<file path="src/rtl/name_initial_scroller.sv">
// Multiplexed seven-segment message display with static or scrolling window.
// Latency: registered outputs; a write or offset change shows on the next edge.
// Backpressure: none; writes are always accepted, out-of-range slots are dropped.
module name_initial_scroller #(
  parameter int NUM_DIGITS     = 4,
  parameter int MSG_LEN        = 8,
  parameter int REFRESH_DIV    = 50000,
  parameter int SCROLL_DIV     = 25000000,
  parameter int SEG_ACTIVE_LOW = 1,
  localparam int AW = (MSG_LEN > 1) ? $clog2(MSG_LEN) : 1
) (
  input  logic                  clk,
  input  logic                  rst_n,
  input  logic                  wr_en,
  input  logic [AW-1:0]         wr_addr,
  input  logic [4:0]            wr_char,
  input  logic                  mode,
  input  logic                  run,
  output logic [0:6]            seg,
  output logic [NUM_DIGITS-1:0] an,
  output logic                  wrap
);

  localparam int IW = (NUM_DIGITS > 1) ? $clog2(NUM_DIGITS) : 1;
  localparam int RW = $clog2(REFRESH_DIV);
  localparam int SW = (SCROLL_DIV > 1) ? $clog2(SCROLL_DIV) : 1;
  localparam logic [6:0] BLANK_SEG = (SEG_ACTIVE_LOW != 0) ? 7'h7F : 7'h00;

  // Lit-high glyphs, bit 6 = segment a ... bit 0 = segment g.
  function automatic logic [6:0] glyph(input logic [4:0] code);
    logic [6:0] g;
    case (code)
      5'd1:    g = 7'b1110111; // A
      5'd2:    g = 7'b1111111; // B
      5'd3:    g = 7'b1001110; // C
      5'd4:    g = 7'b0111101; // D
      5'd5:    g = 7'b1001111; // E
      5'd6:    g = 7'b1000111; // F
      5'd7:    g = 7'b1011110; // G
      5'd8:    g = 7'b0110111; // H
      5'd9:    g = 7'b0110000; // I
      5'd10:   g = 7'b0111000; // J
      5'd11:   g = 7'b1010111; // K
      5'd12:   g = 7'b0001110; // L
      5'd13:   g = 7'b1110110; // M
      5'd14:   g = 7'b0010101; // N
      5'd15:   g = 7'b1111110; // O
      5'd16:   g = 7'b1100111; // P
      5'd17:   g = 7'b1110011; // Q
      5'd18:   g = 7'b0000101; // R
      5'd19:   g = 7'b1011011; // S
      5'd20:   g = 7'b0001111; // T
      5'd21:   g = 7'b0111110; // U
      5'd22:   g = 7'b0011100; // V
      5'd23:   g = 7'b0101010; // W
      5'd24:   g = 7'b0110111; // X
      5'd25:   g = 7'b0111011; // Y
      5'd26:   g = 7'b1101101; // Z
      default: g = 7'b0000000; // 0 and 27..31 are blank
    endcase
    return g;
  endfunction

  logic [4:0]            msg [MSG_LEN];
  logic [RW-1:0]         rcnt;
  logic [IW-1:0]         idx;
  logic [AW-1:0]         offset;
  logic [SW-1:0]         psc;
  logic                  fresh;      // first cycle of a new dwell: blank it
  logic                  wrap_pend;  // offset just wrapped; pulse wrap next edge
  logic                  refresh_tc;
  logic                  scroll_tc;
  logic                  offset_last;
  logic [AW-1:0]         slot;
  logic [6:0]            cur_glyph;
  logic [NUM_DIGITS-1:0] an_next;
  int unsigned           slot_sum;

  assign refresh_tc  = (rcnt == RW'(REFRESH_DIV - 1));
  assign scroll_tc   = (psc == SW'(SCROLL_DIV - 1));
  assign offset_last = (int'(offset) == MSG_LEN - 1);

  // Message register file: cleared on reset, in-range writes only.
  always_ff @(posedge clk or negedge rst_n) begin
    if (!rst_n) begin
      for (int i = 0; i < MSG_LEN; i++) msg[i] <= '0;
    end else if (wr_en && (int'(wr_addr) < MSG_LEN)) begin
      msg[wr_addr] <= wr_char;
    end
  end

  // Refresh dwell counter and active digit index; flag the start of each new dwell.
  always_ff @(posedge clk or negedge rst_n) begin
    if (!rst_n) begin
      rcnt  <= '0;
      idx   <= '0;
      fresh <= 1'b0;
    end else if (refresh_tc) begin
      rcnt  <= '0;
      idx   <= (int'(idx) == NUM_DIGITS - 1) ? '0 : idx + IW'(1);
      fresh <= 1'b1;
    end else begin
      rcnt  <= rcnt + RW'(1);
      fresh <= 1'b0;
    end
  end

  // Scroll prescaler and window offset; static mode parks both at zero.
  always_ff @(posedge clk or negedge rst_n) begin
    if (!rst_n) begin
      psc       <= '0;
      offset    <= '0;
      wrap_pend <= 1'b0;
    end else begin
      wrap_pend <= mode && run && scroll_tc && offset_last;
      if (!mode) begin
        psc    <= '0;
        offset <= '0;
      end else if (run) begin
        if (scroll_tc) begin
          psc    <= '0;
          offset <= offset_last ? '0 : offset + AW'(1);
        end else begin
          psc    <= psc + SW'(1);
        end
      end
    end
  end

  // Look up the character for the active digit and build its one-hot select.
  always_comb begin
    slot_sum  = 32'(offset) + 32'(idx);
    slot      = AW'(slot_sum % MSG_LEN);
    cur_glyph = glyph(msg[slot]);
    an_next   = ~(NUM_DIGITS'(1) << idx);
  end

  // Registered pin drivers; the first cycle of a dwell is dark to avoid ghosting.
  always_ff @(posedge clk or negedge rst_n) begin
    if (!rst_n) begin
      an   <= '1;
      seg  <= BLANK_SEG;
      wrap <= 1'b0;
    end else begin
      wrap <= wrap_pend;
      if (fresh) begin
        an  <= '1;
        seg <= BLANK_SEG;
      end else begin
        an  <= an_next;
        seg <= (SEG_ACTIVE_LOW != 0) ? ~cur_glyph : cur_glyph;
      end
    end
  end

endmodule

</file>
<file path="config.mk">
export PLATFORM = sky130hd
export DESIGN_NAME = name_initial_scroller
export DESIGN_NICKNAME = d
export VERILOG_FILES = /design/src/rtl/name_initial_scroller.sv
export SDC_FILE = /design/constraint.sdc
export NUM_CORES = 1
export LEC_CHECK = 0
export ABC_AREA = 1
export CAP_MARGIN = 10
export CORE_ASPECT_RATIO = 0.6
export CORE_MARGIN = 5
export CORE_UTILIZATION = 53
export CTS_CLUSTER_DIAMETER = 50
export DETAILED_ROUTE_END_ITERATION = 12
export HOLD_SLACK_MARGIN = 0.05
export PLACE_DENSITY = 0.71
export SLEW_MARGIN = 20
export SYNTH_ARGS = -nofsm -noshare
export SYNTH_HDL_FRONTEND = slang
export SYNTH_SLANG_ARGS = --single-unit
</file>
<file path="constraint.sdc">
create_clock -name clk -period 3.16 [get_ports clk]
set_input_delay 0.474 -clock clk [delete_from_list [all_inputs] [get_ports clk]]
set_output_delay 0.474 -clock clk [all_outputs]
set_load 0.005 [all_outputs]
</file>
==> out/summary.md <==
The number of pins with negative max-slew slack in the final report is 0. The tools report the critical path capture point type as a flop. Power spread over the standard cell area amounts to 578 nW/µm². The run finished with clean final reports. After floorplanning, the core was sized to cover 10500 µm². The final HPWL from detailed placement was 10.1 mm. In this run the core area contains 29 standard-cell rows. Of the available clock period, the critical path in the final layout requires 85.3%. The number of search-and-repair iterations in the first detailed-routing pass is 6, and the cell area reported after detailed placement is 6020 µm².

The tools report the count of clock tree sinks as 100. For the number of buffers inserted by hold repair at cts, the log shows 0. For the worst setup path, the data arrival time is 2.97 ns. For the top-level I/O count, the log shows 25. Synthesis produced a netlist whose cell count is 771. The most common library cell in the layout ignoring fill and taps is sky130_fd_sc_hd__nand2_1. The class of the most critical setup path was reg -> reg. The H-tree was split into 3 levels.

The reg-to-reg startpoint is idx[0]. The synthesized netlist occupies a cell area of 5620 µm². After clock tree synthesis, the clock-pin slew on the worst setup and hold paths is 0.07 ns.

The initial core utilization came out at 53.8%. The detailed router's first-iteration violation count was 388. On the worst path, the slowest cell contributes a delay of 0.46 ns. With fillers left out, the area of the finished cells amounts to 6300 µm². The wire length of the first global-routing pass was 22.8 mm. The tools report the type of element launching the critical path as a flop. A synthesized cell averages 7.29 µm². The most numerous cell on the critical path is sky130_fd_sc_hd__nand2_1. The slowest stage of the critical path is the sky130_fd_sc_hd__fa_1 cell.

The clock latency on the worst-skew pair was 0.36 ns. The global routing usage summed across all routing layers was 21.9%; the maximum resistive drop on vdd was 0.351 mV. 0 antenna diodes ended up in the layout.

Launching instance or port of the critical path: idx[0]. The worst relative slew slack was 55.5%; the number of failing hold endpoints at the final stage was 0. TritonCTS built the clock tree. The vertical die dimension was 89.8 µm; the sequential area share after synthesis was 44.7%. In the routed layout, each cell is associated on average with a via count of 5.25. For the full die area, the log shows 12800 µm².

The cell chosen for the clock root was sky130_fd_sc_hd__clkbuf_16. For the number of warnings issued by yosys, the log shows 0. The share of post-route cells with drive strength above 1 works out to 6.92%. Setup repair after global routing left no endpoint under its margin.

The count of endpoints failing setup in the final report came out at 0. The combined buffer and inverter count along the critical path is 3. The maximum clock path buffer count is 2, and the number of global-route vias before repair is 4649. The number of nets still failing antenna checks after routing is 0. Summing over every cut layer, the via total after detailed routing is 4975. In the routed design, unresolved DRC markers number 0.

Routability-driven placement finished with a final weighted congestion of 0.968. The number of antenna violations at the first check in global routing was 0; the top achievable clock speed was 371 MHz. The post-CTS setup buffer count is 0, and the post-synthesis to final-layout area growth is 12.0%.

Counting the buffers created by CTS gives 9. The average routed wire per standard cell was 14.1 µm; the leakage dissipation was 3.17 nW. The post-synthesis sequential element count is 100. The number of gates resized after cts came out at 0. For the final database, setup skew stands at 0.00562 ns. The count of cell types in the netlist came out at 33. Kind of cell with the highest combined delay on the critical path: adder cells.

The run gives 52 as the largest net degree at the start of global routing. The number of nets produced by synthesis was 800; the count of buffers from port buffering was 24. The filler-free cell count of the finished design came out at 948.

The path class of the tightest hold or removal check is in -> async. The final layout contains 833 nets. In the layout the commonest cells are 246 x sky130_fd_sc_hd__nand2_1, 110 x sky130_fd_sc_hd__inv_1, 89 x sky130_fd_sc_hd__dfrtp_1, 79 x sky130_fd_sc_hd__nor2_1, 71 x sky130_fd_sc_hd__nand3_1.

Counting tap cells, the placed design contains a total of 932 instances. For the worst setup path, the data required time is 3.44 ns. The sum of overflow across all layers after global routing was 0; the clock period minus worst slack was 2.69 ns.

Traced cell by cell, the critical path runs through ha_1 -> inv_1 -> fa_1 -> xor2_2 -> nand3_1 -> nand2_1 -> inv_1 -> ha_1 -> inv_1 -> nand2_1 -> nand3_1 -> nand2_1 -> nand2_1 -> nand2_1. The measured slew at the worst slew-check pin is 0.667 ns, and the die width is 143 µm. After routing, the total negative slack on setup checks comes to 0 ns. For the max-capacitance violation count, the log shows 0.

The routed design has 13.4 mm of wire. In this run the worst path has a maximum fanout of 8.
-- layer usage --
metal / routed length [µm] / track usage [%] / vias to the layer above
li1: - / - / 2486
met1: 6850 / 34.3 / 2313
met2: 5540 / 30.3 / 157
met3: 830 / 5.14 / 19
met4: 173 / 5.22 / 0
met5: 0 / 0 / -
-- state kept, by name (all words and copies together), names as in the netlist --
register,flops
an,4
fresh,1
idx,2
msg,40
offset,3
psc,25
rcnt,16
seg,7
wrap,1
wrap_pend,1
-- worst reg2reg max path, stage by stage, from the launching register on --
cell and delay [ns]:
sky130_fd_sc_hd__dfrtp_1 0.42, sky130_fd_sc_hd__ha_1 0.18, sky130_fd_sc_hd__inv_1 0.05, sky130_fd_sc_hd__fa_1 0.46, sky130_fd_sc_hd__xor2_2 0.37, sky130_fd_sc_hd__nand3_1 0.13, sky130_fd_sc_hd__nand2_1 0.15, sky130_fd_sc_hd__inv_1 0.11
sky130_fd_sc_hd__ha_1 0.36, sky130_fd_sc_hd__inv_1 0.07, sky130_fd_sc_hd__nand2_1 0.07, sky130_fd_sc_hd__nand3_1 0.09, sky130_fd_sc_hd__nand2_1 0.06, sky130_fd_sc_hd__nand2_1 0.06, sky130_fd_sc_hd__nand2_1 0.04
-- path summary, 6_finish.rpt --
kind                       endpoint  slack, ns  depth (start not counted)
max                          seg[2]       0.47                         14
min                         rcnt[8]       0.15                          1
max reg2reg                  seg[2]       0.47                         14
min reg2reg                    wrap       0.36                          0
max in group asynchronous     an[0]       2.26                          2
min in group clk               wrap       0.36                          0
-- cells by family after synthesis --
family	after synthesis	share of synthesized area (%)
simple gates	449	33.7
fa+ha+maj	16	3.69
flops	100	44.7
buf+inv	124	8.99
xor+xnor	17	2.91
compound gates	65	5.92
-- cell type report --
class / instances / area, µm²
well taps: 139 / 174
multi-input cells: 547 / 2600
flip-flops and latches: 100 / 2520
fillers: 972 / 4150
inverters: 113 / 424
clock buffers: 11 / 243
repair buffers: 33 / 305
clock inverters: 5 / 36.3
-- metrics by stage --
stage | worst slack [ns] | utilization, % | total power [W] | hold WS [ns]
6_report | 0.466 | 60.3 | 0.00364 | 0.152
5_1_grt | 0.183 | 60.3 | 0.00390 | 0.196
4_1_cts | 0.457 | 60.3 | 0.00367 | 0.175
3_5_place_dp | 0.473 | 57.6 | 0.00261 | 0.345
3_3_place_gp | 0.567 | 57.6 | 0.00260 | 0.332
2_1_floorplan | 0.746 | - | 0.00231 | 0.178
-- synth_stat cells (all sizes together) --
cell type  instances  share of area (%)
nor3b              2               0.27
nor2              79                5.3
o21ai             54                4.8
inv              113                7.5
nor3              20                1.8
nand3b             1               0.13
o22ai              1               0.11
a21oi              9               0.87
ha                15                3.3
and3               1               0.11
nor4               3               0.33
dfstp             11                5.1
o21bai             1               0.13
nand3             73                6.7
or2                3               0.33
fa                 1               0.36
dfrtp             89                 40
xnor2              4               0.76
nand4             12                1.3
xor2              13                2.2
nand2            255                 18
buf               11                1.4
-- power by group --
part           internal, W  switching, W  total, W  leakage [nW]
clock network     0.000557      0.000497   0.00105         0.128
registers          0.00146     0.0000740   0.00154          1.28
logic             0.000396      0.000652   0.00105          1.76
(Power assumes the default switching activity.)
